File: src/rtl/uart_tx.sv
// UART serial transmitter: start bit, BITS_N data bits LSB-first, optional parity, stop bit(s).
// A word is accepted on a valid/tx_ready handshake. All outputs are registered.
module uart_tx #(
  parameter int unsigned CLKS_PER_BIT = 434,  // clock cycles per serial bit, >= 2
  parameter int unsigned BITS_N       = 8,    // data bits per frame, 5..9
  parameter int unsigned PARITY       = 0,    // 0 = none, 1 = odd, 2 = even
  parameter int unsigned STOP_BITS    = 1     // 1 or 2
) (
  input  logic              clk,
  input  logic              reset,     // asynchronous, active-low
  input  logic [BITS_N-1:0] data_tx,
  input  logic              valid,
  output logic              uart_out,
  output logic              tx_ready
);

  localparam int unsigned BaudW = (CLKS_PER_BIT > 1) ? $clog2(CLKS_PER_BIT) : 1;
  localparam int unsigned CntW  = $clog2(BITS_N + 1);

  localparam logic [BaudW-1:0] BaudLast = BaudW'(CLKS_PER_BIT - 1);
  localparam logic [CntW-1:0]  DataLast = CntW'(BITS_N - 1);
  localparam logic [CntW-1:0]  StopLast = CntW'(STOP_BITS - 1);

  typedef enum logic [2:0] {
    StIdle,
    StStart,
    StData,
    StParity,
    StStop
  } state_e;

  state_e            state_q, state_d;
  logic [BaudW-1:0]  baud_q, baud_d;
  logic [CntW-1:0]   bit_cnt_q, bit_cnt_d;
  logic [BITS_N-1:0] shift_q, shift_d;
  logic              parity_q, parity_d;
  logic              uart_out_q, uart_out_d;
  logic              tx_ready_q, tx_ready_d;
  logic              bit_done;

  assign bit_done = (baud_q == BaudLast);

  // Next-state: handshake capture, baud timing, bit sequencing.
  always_comb begin
    state_d   = state_q;
    baud_d    = baud_q;
    bit_cnt_d = bit_cnt_q;
    shift_d   = shift_q;
    parity_d  = parity_q;

    if (state_q != StIdle) begin
      // Baud counter wraps at every bit boundary so frames never drift.
      baud_d = bit_done ? '0 : baud_q + BaudW'(1);
    end

    unique case (state_q)
      StIdle: begin
        if (valid && tx_ready_q) begin
          state_d   = StStart;
          shift_d   = data_tx;
          baud_d    = '0;
          bit_cnt_d = '0;
          if (PARITY == 1) begin
            parity_d = ~^data_tx;
          end else if (PARITY == 2) begin
            parity_d = ^data_tx;
          end else begin
            parity_d = 1'b0;
          end
        end
      end
      StStart: begin
        if (bit_done) begin
          state_d = StData;
        end
      end
      StData: begin
        if (bit_done) begin
          shift_d = shift_q >> 1;
          if (bit_cnt_q == DataLast) begin
            bit_cnt_d = '0;
            state_d   = (PARITY != 0) ? StParity : StStop;
          end else begin
            bit_cnt_d = bit_cnt_q + CntW'(1);
          end
        end
      end
      StParity: begin
        if (bit_done) begin
          state_d = StStop;
        end
      end
      StStop: begin
        if (bit_done) begin
          if (bit_cnt_q == StopLast) begin
            bit_cnt_d = '0;
            state_d   = StIdle;
          end else begin
            bit_cnt_d = bit_cnt_q + CntW'(1);
          end
        end
      end
      default: begin
        state_d = StIdle;
      end
    endcase
  end

  // Output decode from the next state so the registered outputs line up with the state.
  always_comb begin
    uart_out_d = 1'b1;
    tx_ready_d = 1'b0;
    unique case (state_d)
      StIdle:   tx_ready_d = 1'b1;
      StStart:  uart_out_d = 1'b0;
      StData:   uart_out_d = shift_d[0];
      StParity: uart_out_d = parity_d;
      StStop:   uart_out_d = 1'b1;
      default:  uart_out_d = 1'b1;
    endcase
  end

  // State and output registers; reset aborts any frame and returns the line to mark.
  always_ff @(posedge clk or negedge reset) begin
    if (!reset) begin
      state_q    <= StIdle;
      baud_q     <= '0;
      bit_cnt_q  <= '0;
      shift_q    <= '0;
      parity_q   <= 1'b0;
      uart_out_q <= 1'b1;
      tx_ready_q <= 1'b1;
    end else begin
      state_q    <= state_d;
      baud_q     <= baud_d;
      bit_cnt_q  <= bit_cnt_d;
      shift_q    <= shift_d;
      parity_q   <= parity_d;
      uart_out_q <= uart_out_d;
      tx_ready_q <= tx_ready_d;
    end
  end

  assign uart_out = uart_out_q;
  assign tx_ready = tx_ready_q;

endmodule

File: config.mk
export PLATFORM = sky130hd
export DESIGN_NAME = uart_tx
export DESIGN_NICKNAME = d
export VERILOG_FILES = /design/src/rtl/uart_tx.sv
export SDC_FILE = /design/constraint.sdc
export NUM_CORES = 1
export LEC_CHECK = 0
export CORE_ASPECT_RATIO = 1.4
export CORE_MARGIN = 2
export CORE_UTILIZATION = 28
export DETAILED_ROUTE_END_ITERATION = 10
export HOLD_SLACK_MARGIN = 0.03
export SETUP_SLACK_MARGIN = 0.3
export SYNTH_ARGS = -nofsm -noshare
export SYNTH_HDL_FRONTEND = slang
export SYNTH_SLANG_ARGS = --single-unit
File: constraint.sdc
create_clock -name clk -period 4.8 [get_ports clk]
set_clock_uncertainty 0.05 [all_clocks]
set_input_delay 0.72 -clock clk [delete_from_list [all_inputs] [get_ports clk]]
set_output_delay 0.72 -clock clk [all_outputs]
set_load 0.02 [all_outputs]
======== Word-level counts from Yosys, hierarchy flattened ========
Cells that the tools add are included.
cells by class
  multiplexer cells ....................... 25
  eq/ne operators ......................... 12
  add/subtract/negate cells ............... 2
  reductions and logical operators ........ 9
operators with widths
  operator             count
  $mux 9               4
  $mux 3               7
  $mux 4               5
  $mux 8               2
  $pmux 8 s2           1
  $pmux 3 s5           1
  $eq 3x2->1 const B   4
  $pmux 4 s3           1
  $add 9x1->9 const B  1
  $eq 9x9->1 const B   1
  $eq 3x1->1 const B   2
  $logic_not 3->1      2
  $ne 2x2->1 const B   3
  $reduce_bool 3->1    2
  $add 4x1->4 const B  1
  $eq 4x3->1 const B   1
  $logic_not 4->1      1
  $reduce_and 4->1     1
  $eq 3x3->1 const B   1
  $mux 1               3
  $pmux 1 s3           1
  $reduce_and 3->1     1
  $reduce_bool 2->1    1
  $logic_and 1x1->1    1
storage, ports and cells
  logic and storage cells ................. 56
  input port bits ......................... 11
  register bits ........................... 27

======== Logic depth before layout (Yosys ltp) ========
Gate-level depths: netlist of the first run.
  depth after elaboration ................. 6
  gate-level depth with buffers ........... 8

======== Worst setup path after synthesis of the first run ========
OpenSTA, ideal clock, no wires.
  path type ............................... input port to flip-flop
  from .................................... input port valid
  to ...................................... register bit_cnt_q[3]
  data required time ...................... 4624 ps
  stages on the path ...................... 5
  library setup time ...................... 126 ps
  data arrival time ....................... 1797 ps
  slack ................................... 2827 ps
  path buffers ............................ 0
  cell sequence ........................... a2111oi_4 -> nor2_2 -> a211oi_4 -> nand2b_1 -> o31ai_1
on the way
  word-level cells in the longest chain between the ends .. 3
ends and longest elaborated chain
  element                            RTL line  source
  start, declared                    12        input logic valid,
  $logic_and 1x1->1                  58        if (valid && tx_ready_q) begin
  $ne 2x2->1 (no source line)        --
  $reduce_and 4->1 (no source line)  --
  end signal, assigned               136       bit_cnt_q <= bit_cnt_d;
  end, declared                      34        logic [CntW-1:0] bit_cnt_q, bit_cnt_d;
No other way between the ends.
A chain may end at the register's enable or synchronous reset.

======== Worst setup path after layout of the first run ========
Ends and elaborated chain as after synthesis.

==> results of run 1 <==
worst min-delay path, cell delays in order, from the launching register on:
cell and delay [ns]:
dfrtp_1 0.35, nand2_1 0.05, nand2_1 0.06
cell type report:
class / count / share of cell area (%)
Clock buffer: 4 / 2.634
Inverter: 6 / 1.317
Multi-Input combinational cell: 111 / 44.11
Sequential cell: 27 / 39.65
Tap cell: 66 / 4.828
Timing Repair Buffer: 13 / 7.462
cells by family (layout without fill, tap and decap cells):
family          Yosys count  count (layout)  share of synthesized area (%)
simple gates             65              65                          26.37
compound gates           40              40                          20.03
flops                    27              27                          45.82
buf+inv                  11              23                          3.212
fa+ha+maj                 4               4                          3.381
xor+xnor                  2               2                          1.184
worst max path at each step:
stage,cells after the start,slack [ns],endpoint,start
floorplan,5,2.83,bit_cnt_q[3],valid
global placement,6,2.20,bit_cnt_q[3],valid
detailed placement,6,2.11,bit_cnt_q[3],valid
CTS,6,2.40,bit_cnt_q[3],valid
global route,7,2.22,baud_q[5],baud_q[1]
finish,6,2.42,bit_cnt_q[3],valid
power by group:
part	switching [mW]	internal, mW	total (mW)
clock network	0.0683	0.0594	0.128
registers	0.0539	0.278	0.332
logic	0.0781	0.0719	0.150
total	0.200	0.410	0.610
metrics by stage:
stage	std cells	utilization, %	hold WS (ns)
after global routing	227	33.41	0.4616
after global placement	223	32.53	0.4142
after CTS	227	33.41	0.4408
final	227	33.41	0.4356
after detailed placement	223	32.53	0.4178
after floorplan	149	-	0.3744
cells in the mapped netlist (2+ instances only):
library cell,instances,area [sq um]
nand2b_1,2,12.51
dfstp_2,2,52.55
o21ai_0,9,45.04
ha_1,4,50.05
a21oi_1,3,15.01
nand3_1,6,30.03
dfrtp_1,25,625.6
o31ai_1,4,30.03
o21ai_1,7,35.03
nand2_1,27,101.4
nor3_2,2,20.02
and3_1,2,12.51
nor2b_1,6,37.54
inv_1,5,18.77
a22oi_1,8,60.06
nor2_1,5,18.77
buf_2,5,25.02
or2_4,2,17.52
nor2_2,2,12.51
registers in the layout, indices dropped and copies added (netlist names):
| register | flops |
|---|---|
| shift_q | 8 |
| tx_ready | 1 |
| bit_cnt_q | 4 |
| uart_out | 1 |
| parity_q | 1 |
| state_q | 3 |
| baud_q | 9 |
routing by layer:
layer  vias to the layer above  global-route usage (%)  wire length (microns)
li1                        556                       -                      -
met1                       561                   14.04                   1304
met2                         9                   19.47                   1531
met3                         4                   1.377                     37
met4                         0                   4.340                     47
met5                         -                       0                      0
==> impl_metrics.env, run 1 <==
export IMPL_status="finished, final reports clean"
export IMPL_slew_viol_final=0
export IMPL_hold_viol=0
export IMPL_min_path_cells=2
export IMPL_synth_area_sq_um=1480
export IMPL_ir_drop_mv=0.1084
export IMPL_min_period_ns=2.382
export IMPL_vias=1130
export IMPL_ys_flop_type="dfrtp_1"
export IMPL_cts_tree="built"
export IMPL_cts_sinks=27
export IMPL_die_height_microns=90.03
export IMPL_seqCellArea_sq_um=678.2
export IMPL_final_cell_mix="27 x nand2_1, 25 x dfrtp_1, 12 x clkdlybuf4s50_1"
export IMPL_r2r_start="state_q[0]"
export IMPL_multi_input_area_sq_um=754.5
export IMPL_relSlewSlack_pct=39.78
export IMPL_worstPathMaxFanout=7
export IMPL_avgSynthCellArea_sq_um=9.934
export IMPL_power_uw=609.9
export IMPL_drive_gt1_share_pct=11.80
export IMPL_io_buffer_count=12
export IMPL_fmax_ghz=0.4199
export IMPL_critical_path_required_ns=4.91
export IMPL_clockRootBuffer="clkbuf_8"
export IMPL_dieArea_sq_um=5892
export IMPL_r2r_cells=5
export IMPL_path_delay_family="compound AO/OA/AOI/OAI gates"
export IMPL_cpMaxStageDelayCell="a2111oi_4"
export IMPL_placed_cell_area_sq_um=1665
export IMPL_worstSetupPathType="in -> reg"
export IMPL_setup_slack_ns=2.418
export IMPL_synth_cells=149
export IMPL_hold_path_startpoint="shift_q[4]"
export IMPL_worst_path_buf_inv=1
export IMPL_yosys_register_bits=27
export IMPL_hold_path_class="reg -> reg"
export IMPL_powerDensity_nw_per_um2=356.6
export IMPL_fin_area_sq_um=1710
export IMPL_syn_nets=164
export IMPL_max_stage_delay_ns=0.57
export IMPL_min_to="shift_q[4]"
export IMPL_initial_core_util_pct=28.91
export IMPL_drt_wl_total_mm=2.921
export IMPL_grt_pass1_vias=1172
export IMPL_hold_buffers=0
export IMPL_syn_to_final_growth_pct=15.55
export IMPL_htree_levels=1
export IMPL_clk_latency_ns=0.27
export IMPL_clockBufferDepth=2
export IMPL_antenna_found_initial=0
export IMPL_drc=0
export IMPL_crit_chain="clkdlybuf4s50_1 > a2111oi_4 > nor2_2 > a211oi_4 > nand2b_1 > o31ai_1"
export IMPL_power_leakage_nw=0.6977
export IMPL_nets=177
export IMPL_post_drt_wl_per_cell_microns=12.87
export IMPL_rrSetupSlack_ns=2.58
export IMPL_die_w_microns=65.45
export IMPL_async_flop_share_pct=100.0
export IMPL_cap_viol_max_count=0
export IMPL_finalSetupTns_ns=0
export IMPL_via_per_inst=4.978
export IMPL_synth_edf_count=0
export IMPL_worst_pin_slew_ns=0.9015
export IMPL_post_route_period_util_pct=49.62
export IMPL_ios=13
export IMPL_drt_pass1_iter_count=4
export IMPL_place_hpwl_mm=2.169
export IMPL_cts_made_buffers=3
export IMPL_synth_cell_type_count=42
export IMPL_grt_pass1_wl_mm=5.340
export IMPL_grt_overflow=0
export IMPL_ant_nets=0
export IMPL_n_antenna_cell=0
export IMPL_nFillCells=558
export IMPL_r2r_end="bit_cnt_q[3]"
export IMPL_crit_path_start_kind="primary input"
export IMPL_finalSetupViolCount=0
export IMPL_place_congestion=0.7561
export IMPL_dp_slack_ns=2.111
export IMPL_core_sq_um=5120
export IMPL_num_rows=31
export IMPL_path_clk_slew_ns=0.09
export IMPL_grt_usage_pct=11.28
export IMPL_grt_setup_unrepaired="false"
export IMPL_post_cts_setup_buffer_count=0
export IMPL_ys_seq_area_share_pct=45.82
export IMPL_cts_resized=0
export IMPL_grt_start_max_net_pins=28
export IMPL_first_iter_violations=83
export IMPL_final_common_cell="nand2_1"
export IMPL_yosysWarnings=0
export IMPL_cp_end_kind="flip-flop"
export IMPL_cp_arrival_ns=2.49
(Power assumes the default switching activity.)
==> inputs of run 2 (changes only) <==
==> constraint.sdc (replaced) <==
create_clock -name clk -period 2.4 [get_ports clk]
set_clock_uncertainty 0.05 [all_clocks]
set_input_delay 0.36 -clock clk [delete_from_list [all_inputs] [get_ports clk]]
set_output_delay 0.36 -clock clk [all_outputs]
set_load 0.02 [all_outputs]
==> run 2 against run 1 <==
Flip-flop and latch count is the same. Cell count is 1.8% higher. Non-clock buffer count is 4 higher. Count of clock-buffer cells in the layout fell by 1. Die area did not move. Sequential share of layout area shrank 0.80 points. Global-route usage up 0.44 points. Sequential power rose by 96%. Register-to-register slack worse by 2.1 ns. Setup slack got worse by 1.9 ns. Critical path type is now reg -> out. Largest cell class unchanged.
==> impl_metrics.env, run 2 (same netlist as run 1, synthesis figures left out) <==
export IMPL_final_cell_mix="27 x nand2_1, 25 x dfrtp_1, 12 x clkdlybuf4s50_1"
export IMPL_hold_viol=0
export IMPL_slew_viol_final=0
export IMPL_cpMaxStageDelayCell="clkdlybuf4s50_1"
export IMPL_grt_setup_unrepaired="true"
export IMPL_cp_arrival_ns=1.51
export IMPL_grt_pass1_vias=1189
export IMPL_io_buffer_count=12
export IMPL_cp_end_kind="output port"
export IMPL_swShare_pct=33.65
export IMPL_largestRegisters="baud_q: 9 flops, shift_q: 8 flops, bit_cnt_q: 4 flops"
export IMPL_power_frac_seq_pct=52.1
export IMPL_met1_usage_pct=14.84
export IMPL_place_hpwl_mm=2.163
export IMPL_nFillCells=539
export IMPL_finalSetupViolCount=0
export IMPL_relSlewSlack_pct=65.42
export IMPL_nets=181
export IMPL_clockRootBuffer="clkbuf_8"
export IMPL_ios=13
export IMPL_hold_path_class="in -> async"
export IMPL_path_delay_family="buffers and inverters"
export IMPL_hold_buffers=0
export IMPL_fmax_ghz=0.5221
export IMPL_cts_made_buffers=3
export IMPL_grt_usage_pct=11.72
export IMPL_crit_path_start_kind="flip-flop"
export IMPL_busiest_layer="met2"
export IMPL_largest_register_ff_count=9
export IMPL_cts_sinks=27
export IMPL_dieArea_sq_um=5892
export IMPL_max_stage_delay_ns=0.62
export IMPL_cts_tree="built"
export IMPL_intPower_uw=831.0
export IMPL_top_register="baud_q"
export IMPL_syn_to_final_growth_pct=17.92
export IMPL_critical_path_required_ns=1.99
export IMPL_power_share_combinational_pct=26.8
export IMPL_vias=1124
export IMPL_worst_path_buf_inv=1
export IMPL_place_congestion=0.7653
export IMPL_die_w_microns=65.45
export IMPL_drc=0
export IMPL_worst_pin_slew_ns=0.5184
export IMPL_powerDensity_nw_per_um2=717.5
export IMPL_die_height_microns=90.03
export IMPL_worstPathMaxFanout=4
export IMPL_grt_overflow=0
export IMPL_grt_start_max_net_pins=28
export IMPL_initial_core_util_pct=28.91
export IMPL_cap_viol_max_count=0
export IMPL_first_iter_violations=57
export IMPL_clk_latency_ns=0.28
export IMPL_drive_gt1_share_pct=15.15
export IMPL_power_leakage_nw=0.7250
export IMPL_met2_usage_pct=19.39
export IMPL_grt_pass1_wl_mm=5.492
export IMPL_drt_wl_total_mm=3.018
export IMPL_use_met3_pct=1.252
export IMPL_post_route_period_util_pct=79.80
export IMPL_min_period_ns=1.915
export IMPL_htree_levels=1
export IMPL_post_drt_wl_per_cell_microns=13.06
export IMPL_final_common_cell="nand2_1"
export IMPL_ir_drop_mv=0.2440
export IMPL_clockBufferDepth=2
export IMPL_post_cts_setup_buffer_count=0
export IMPL_p_clk_share_pct=21.1
export IMPL_power_switching_uw=421.4
export IMPL_ant_nets=0
export IMPL_crit_chain="clkdlybuf4s50_1"
export IMPL_status="finished, final reports clean"
export IMPL_power_mw=1.252
export IMPL_core_sq_um=5120
export IMPL_drt_pass1_iter_count=6
export IMPL_finalSetupTns_ns=0
export IMPL_worstSetupPathType="reg -> out"
export IMPL_n_antenna_cell=0
export IMPL_num_rows=31
export IMPL_path_clk_slew_ns=0.10
export IMPL_via_per_inst=4.866
export IMPL_antenna_found_initial=0
## run 2: cell count changes in the layout (fill, tap and decap cells not counted)
cell      previous run  this run
o21bai_2             0         1
clkbuf_1             1         0
o21bai_1             1         0
buf_4                1         5
clkinv_2             0         1
## run 2: path summary, 6_finish.rpt
path	startpoint	end	slack [ns]	cells after the start
max in group asynchronous	reset	uart_out	1.61	2
hold / removal	reset	bit_cnt_q[2]	0.40	2
setup reg to reg	baud_q[1]	tx_ready	0.49	7
hold reg to reg	shift_q[2]	shift_q[2]	0.44	2
setup / recovery	tx_ready	tx_ready	0.48	1
min in group clk	shift_q[2]	shift_q[2]	0.44	2
## run 2: final cells by class
cell class	instances	area, sq um	area share, %
inverter	6	22.52	1.290
sequential	27	678.2	38.85
tap	66	82.58	4.731
clock inverter	1	5.005	0.2867
multi-input combinational	111	758.2	43.44
clock buffer	3	41.29	2.366
timing repair buffer	17	157.7	9.032
## run 2: repair_timing
| action | 4_1_cts | 5_1_grt |
|---|---|---|
| endpoints found under the hold margin | 0 | 0 |
| setup endpoints to repair | 5 | 1 |
| gates resized for setup | 1 | 0 |
## run 2: through the flow
stage | setup WS (ns) | utilization [%] | instances | cell area [sq um] | hold WS, ns
final | 0.4848 | 34.09 | 231 | 1745 | 0.3952
after global routing | 0.2733 | 34.09 | 231 | 1745 | 0.4397
after CTS | 0.4654 | 34.09 | 231 | 1745 | 0.4096
after detailed placement | 0.1995 | 33.11 | 227 | 1695 | 0.4144
after global placement | 0.2260 | 33.11 | 227 | 1695 | 0.4100
after floorplan | 0.6377 | - | 149 | 1480 | 0.01441
## run 2: routing by layer
metal | routed length, microns | share of wire, %
met3 | 43 | 1.4
met5 | 0 | 0
met1 | 1394 | 46
met2 | 1517 | 50
met4 | 62 | 2.1
## run 2: power by group through the flow
stage          combinational (mW)  clock, mW  sequential (mW)
3_5_place_dp                0.340          0            0.658
5_1_grt                     0.386      0.286            0.671
3_3_place_gp                0.333          0            0.654
4_1_cts                     0.343      0.273            0.652
6_report                    0.336      0.264            0.652
2_1_floorplan               0.223          0            0.650
==> inputs of run 3 (changes only) <==
==> constraint.sdc (replaced) <==
create_clock -name clk -period 1.57 [get_ports clk]
set_clock_uncertainty 0.05 [all_clocks]
set_input_delay 0.2355 -clock clk [delete_from_list [all_inputs] [get_ports clk]]
set_output_delay 0.2355 -clock clk [all_outputs]
set_load 0.02 [all_outputs]
==> run 3 against run 2 <==
The run now ends with setup timing left. Utilization grew 9.2 points. Flip-flop and latch count unchanged. Critical path depth grew 6. Global-route usage increased by 1.5 points. Sequential share of layout area shrank 8.2 points. Wire length increased by 16%. Register-to-register slack lost 0.66 ns. Via count is 16% higher. First-iteration DRC count shrank 40%. Cell count grew 18%. Critical path type is now reg -> reg. Highest routed layer unchanged.
==> impl_metrics.env, run 3 (same netlist as run 1, synthesis figures left out) <==
export IMPL_r2r_cells=7
export IMPL_setup_slack_ns=-0.1742
export IMPL_finalSetupViolCount=26
export IMPL_ios=13
export IMPL_nets=223
export IMPL_cp_common_cell="or2_4"
export IMPL_largestRegisters="baud_q: 9 flops, shift_q: 8 flops, bit_cnt_q: 4 flops"
export IMPL_power_mw=2.304
export IMPL_worstPathMaxFanout=5
export IMPL_drt_wl_total_mm=3.506
export IMPL_ir_drop_mv=0.3750
export IMPL_grt_setup_unrepaired="true"
export IMPL_worst_pin_slew_ns=0.4480
export IMPL_hold_viol=0
export IMPL_relSlewSlack_pct=69.81
export IMPL_hold_path_class="in -> async"
export IMPL_grt_pass1_vias=1373
export IMPL_n_antenna_cell=0
export IMPL_clockRootBuffer="clkbuf_8"
export IMPL_cap_viol_max_count=0
export IMPL_min_period_ns=1.744
export IMPL_syn_to_final_growth_pct=49.87
export IMPL_cp_arrival_ns=1.90
export IMPL_core_sq_um=5120
export IMPL_dp_cells=261
export IMPL_largest_register_ff_count=9
export IMPL_clockBufferDepth=2
export IMPL_worstSetupPathType="reg -> reg"
export IMPL_initial_core_util_pct=28.91
export IMPL_drc=0
export IMPL_slew_viol_final=0
export IMPL_place_hpwl_mm=2.547
export IMPL_die_height_microns=90.03
export IMPL_place_congestion=0.7489
export IMPL_instances_no_fill=273
export IMPL_power_leakage_nw=0.9930
export IMPL_top_register="baud_q"
export IMPL_cp_end_kind="flip-flop"
export IMPL_r2r_start="baud_q[1]"
export IMPL_drt_pass1_iter_count=4
export IMPL_cts_sinks=27
export IMPL_final_cell_mix="39 x buf_4, 26 x nand2_1, 24 x dfrtp_1"
export IMPL_path_clk_slew_ns=0.09
export IMPL_htree_levels=1
export IMPL_dp_slack_ns=-0.3427
export IMPL_r2r_end="tx_ready"
export IMPL_ant_nets=0
export IMPL_hold_buffers=0
export IMPL_post_route_period_util_pct=111.1
export IMPL_fmax_ghz=0.5733
export IMPL_grt_pass1_wl_mm=6.141
export IMPL_drive_gt1_share_pct=45.41
export IMPL_rrSetupSlack_ns=-0.17
export IMPL_via_per_inst=4.777
export IMPL_violations="setup timing"
export IMPL_status="finished, violations left"
export IMPL_cpMaxStageDelayCell="dfrtp_1"
export IMPL_critical_path_required_ns=1.73
export IMPL_finalSetupTns_ns=-2.316
export IMPL_first_iter_violations=34
export IMPL_vias=1304
export IMPL_max_stage_delay_ns=0.39
export IMPL_dieArea_sq_um=5892
export IMPL_nFillCells=500
export IMPL_path_delay_family="simple AND/OR/NAND/NOR gates"
export IMPL_die_w_microns=65.45
export IMPL_antenna_found_initial=0
export IMPL_final_common_cell="buf_4"
export IMPL_grt_start_max_net_pins=28
export IMPL_crit_chain="inv_2 > ha_4 > nand4b_4 > or2_4 > and3b_2 > or2_4 > nor3_4"
export IMPL_post_drt_wl_per_cell_microns=12.84
export IMPL_powerDensity_nw_per_um2=1039
export IMPL_io_buffer_count=12
export IMPL_clk_latency_ns=0.27
export IMPL_multi_input_area_sq_um=888.4
export IMPL_seqCellArea_sq_um=679.4
export IMPL_grt_overflow=0
export IMPL_cts_made_buffers=3
export IMPL_worst_path_buf_inv=1
export IMPL_cts_tree="built"
export IMPL_grt_usage_pct=13.19
export IMPL_num_rows=31
export IMPL_crit_path_start_kind="flip-flop"
==> run 3: changes by cell type in the layout (fill, tap and decap cells not counted), sizes merged <==
cell | previous run | this run
buf | 5 | 49
clkdlybuf4s50 | 12 | 10
==> run 3: worst max-delay path by stage <==
| stage | startpoint | to | slack [ns] | cells after the start |
|---|---|---|---|---|
| floorplan | baud_q[1] | uart_out | -0.12 | 7 |
| global placement | valid | bit_cnt_q[3] | -0.28 | 7 |
| detailed placement | valid | bit_cnt_q[3] | -0.34 | 7 |
| CTS | baud_q[1] | tx_ready | -0.16 | 7 |
| global route | baud_q[1] | tx_ready | -0.23 | 7 |
| finish | baud_q[1] | tx_ready | -0.17 | 7 |
==> run 3: per-layer routing <==
metal	up-vias	track usage [%]	wire length [microns]
met4	0	6.597	103
li1	654	-	-
met2	16	23.30	1930
met3	8	1.877	60
met1	626	15.05	1411
met5	-	0	0
==> run 3: cell type report <==
cell class	instances	share of cell area, %
repair buffers	59	22.50
clock buffers	3	1.861
clock inverters	1	0.2256
inverters	6	1.015
multi-input cells	111	40.05
well taps	66	3.723
flip-flops and latches	27	30.63
==> run 3: stage by stage <==
| step | area, sq um | utilization (%) | hold WS (ns) |
|---|---|---|---|
| detailed placement | 1968 | 38.44 | 0.4176 |
| global placement | 1968 | 38.44 | 0.4154 |
| finish | 2218 | 43.33 | 0.2789 |
| CTS | 2121 | 41.42 | 0.2918 |
| global route | 2218 | 43.33 | 0.3162 |
| floorplan | 1504 | - | -0.1101 |
==> run 3: worst reg2reg max path: cells and delay by family, from the launching register on <==
kind	cells	cell delay [ns]
and+or+nand+nor	5	1.01
DFF	1	0.39
adders and majority gates	1	0.14
buffers and inverters	1	0.07
==> run 3: timing repair <==
item / in CTS / in global routing
cloned: 0 / 1
pin swaps: 8 / 8
buffers inserted: 3 / 4
resized for setup: 32 / 20
setup endpoints to repair: 29 / 28
==> run 3: where the power goes <==
part / internal [mW] / switching [mW] / leakage (nW)
clock: 0.178 / 0.223 / 0.0255
combinational: 0.513 / 0.422 / 0.619
sequential: 0.851 / 0.116 / 0.349
total: 1.54 / 0.761 / 0.993
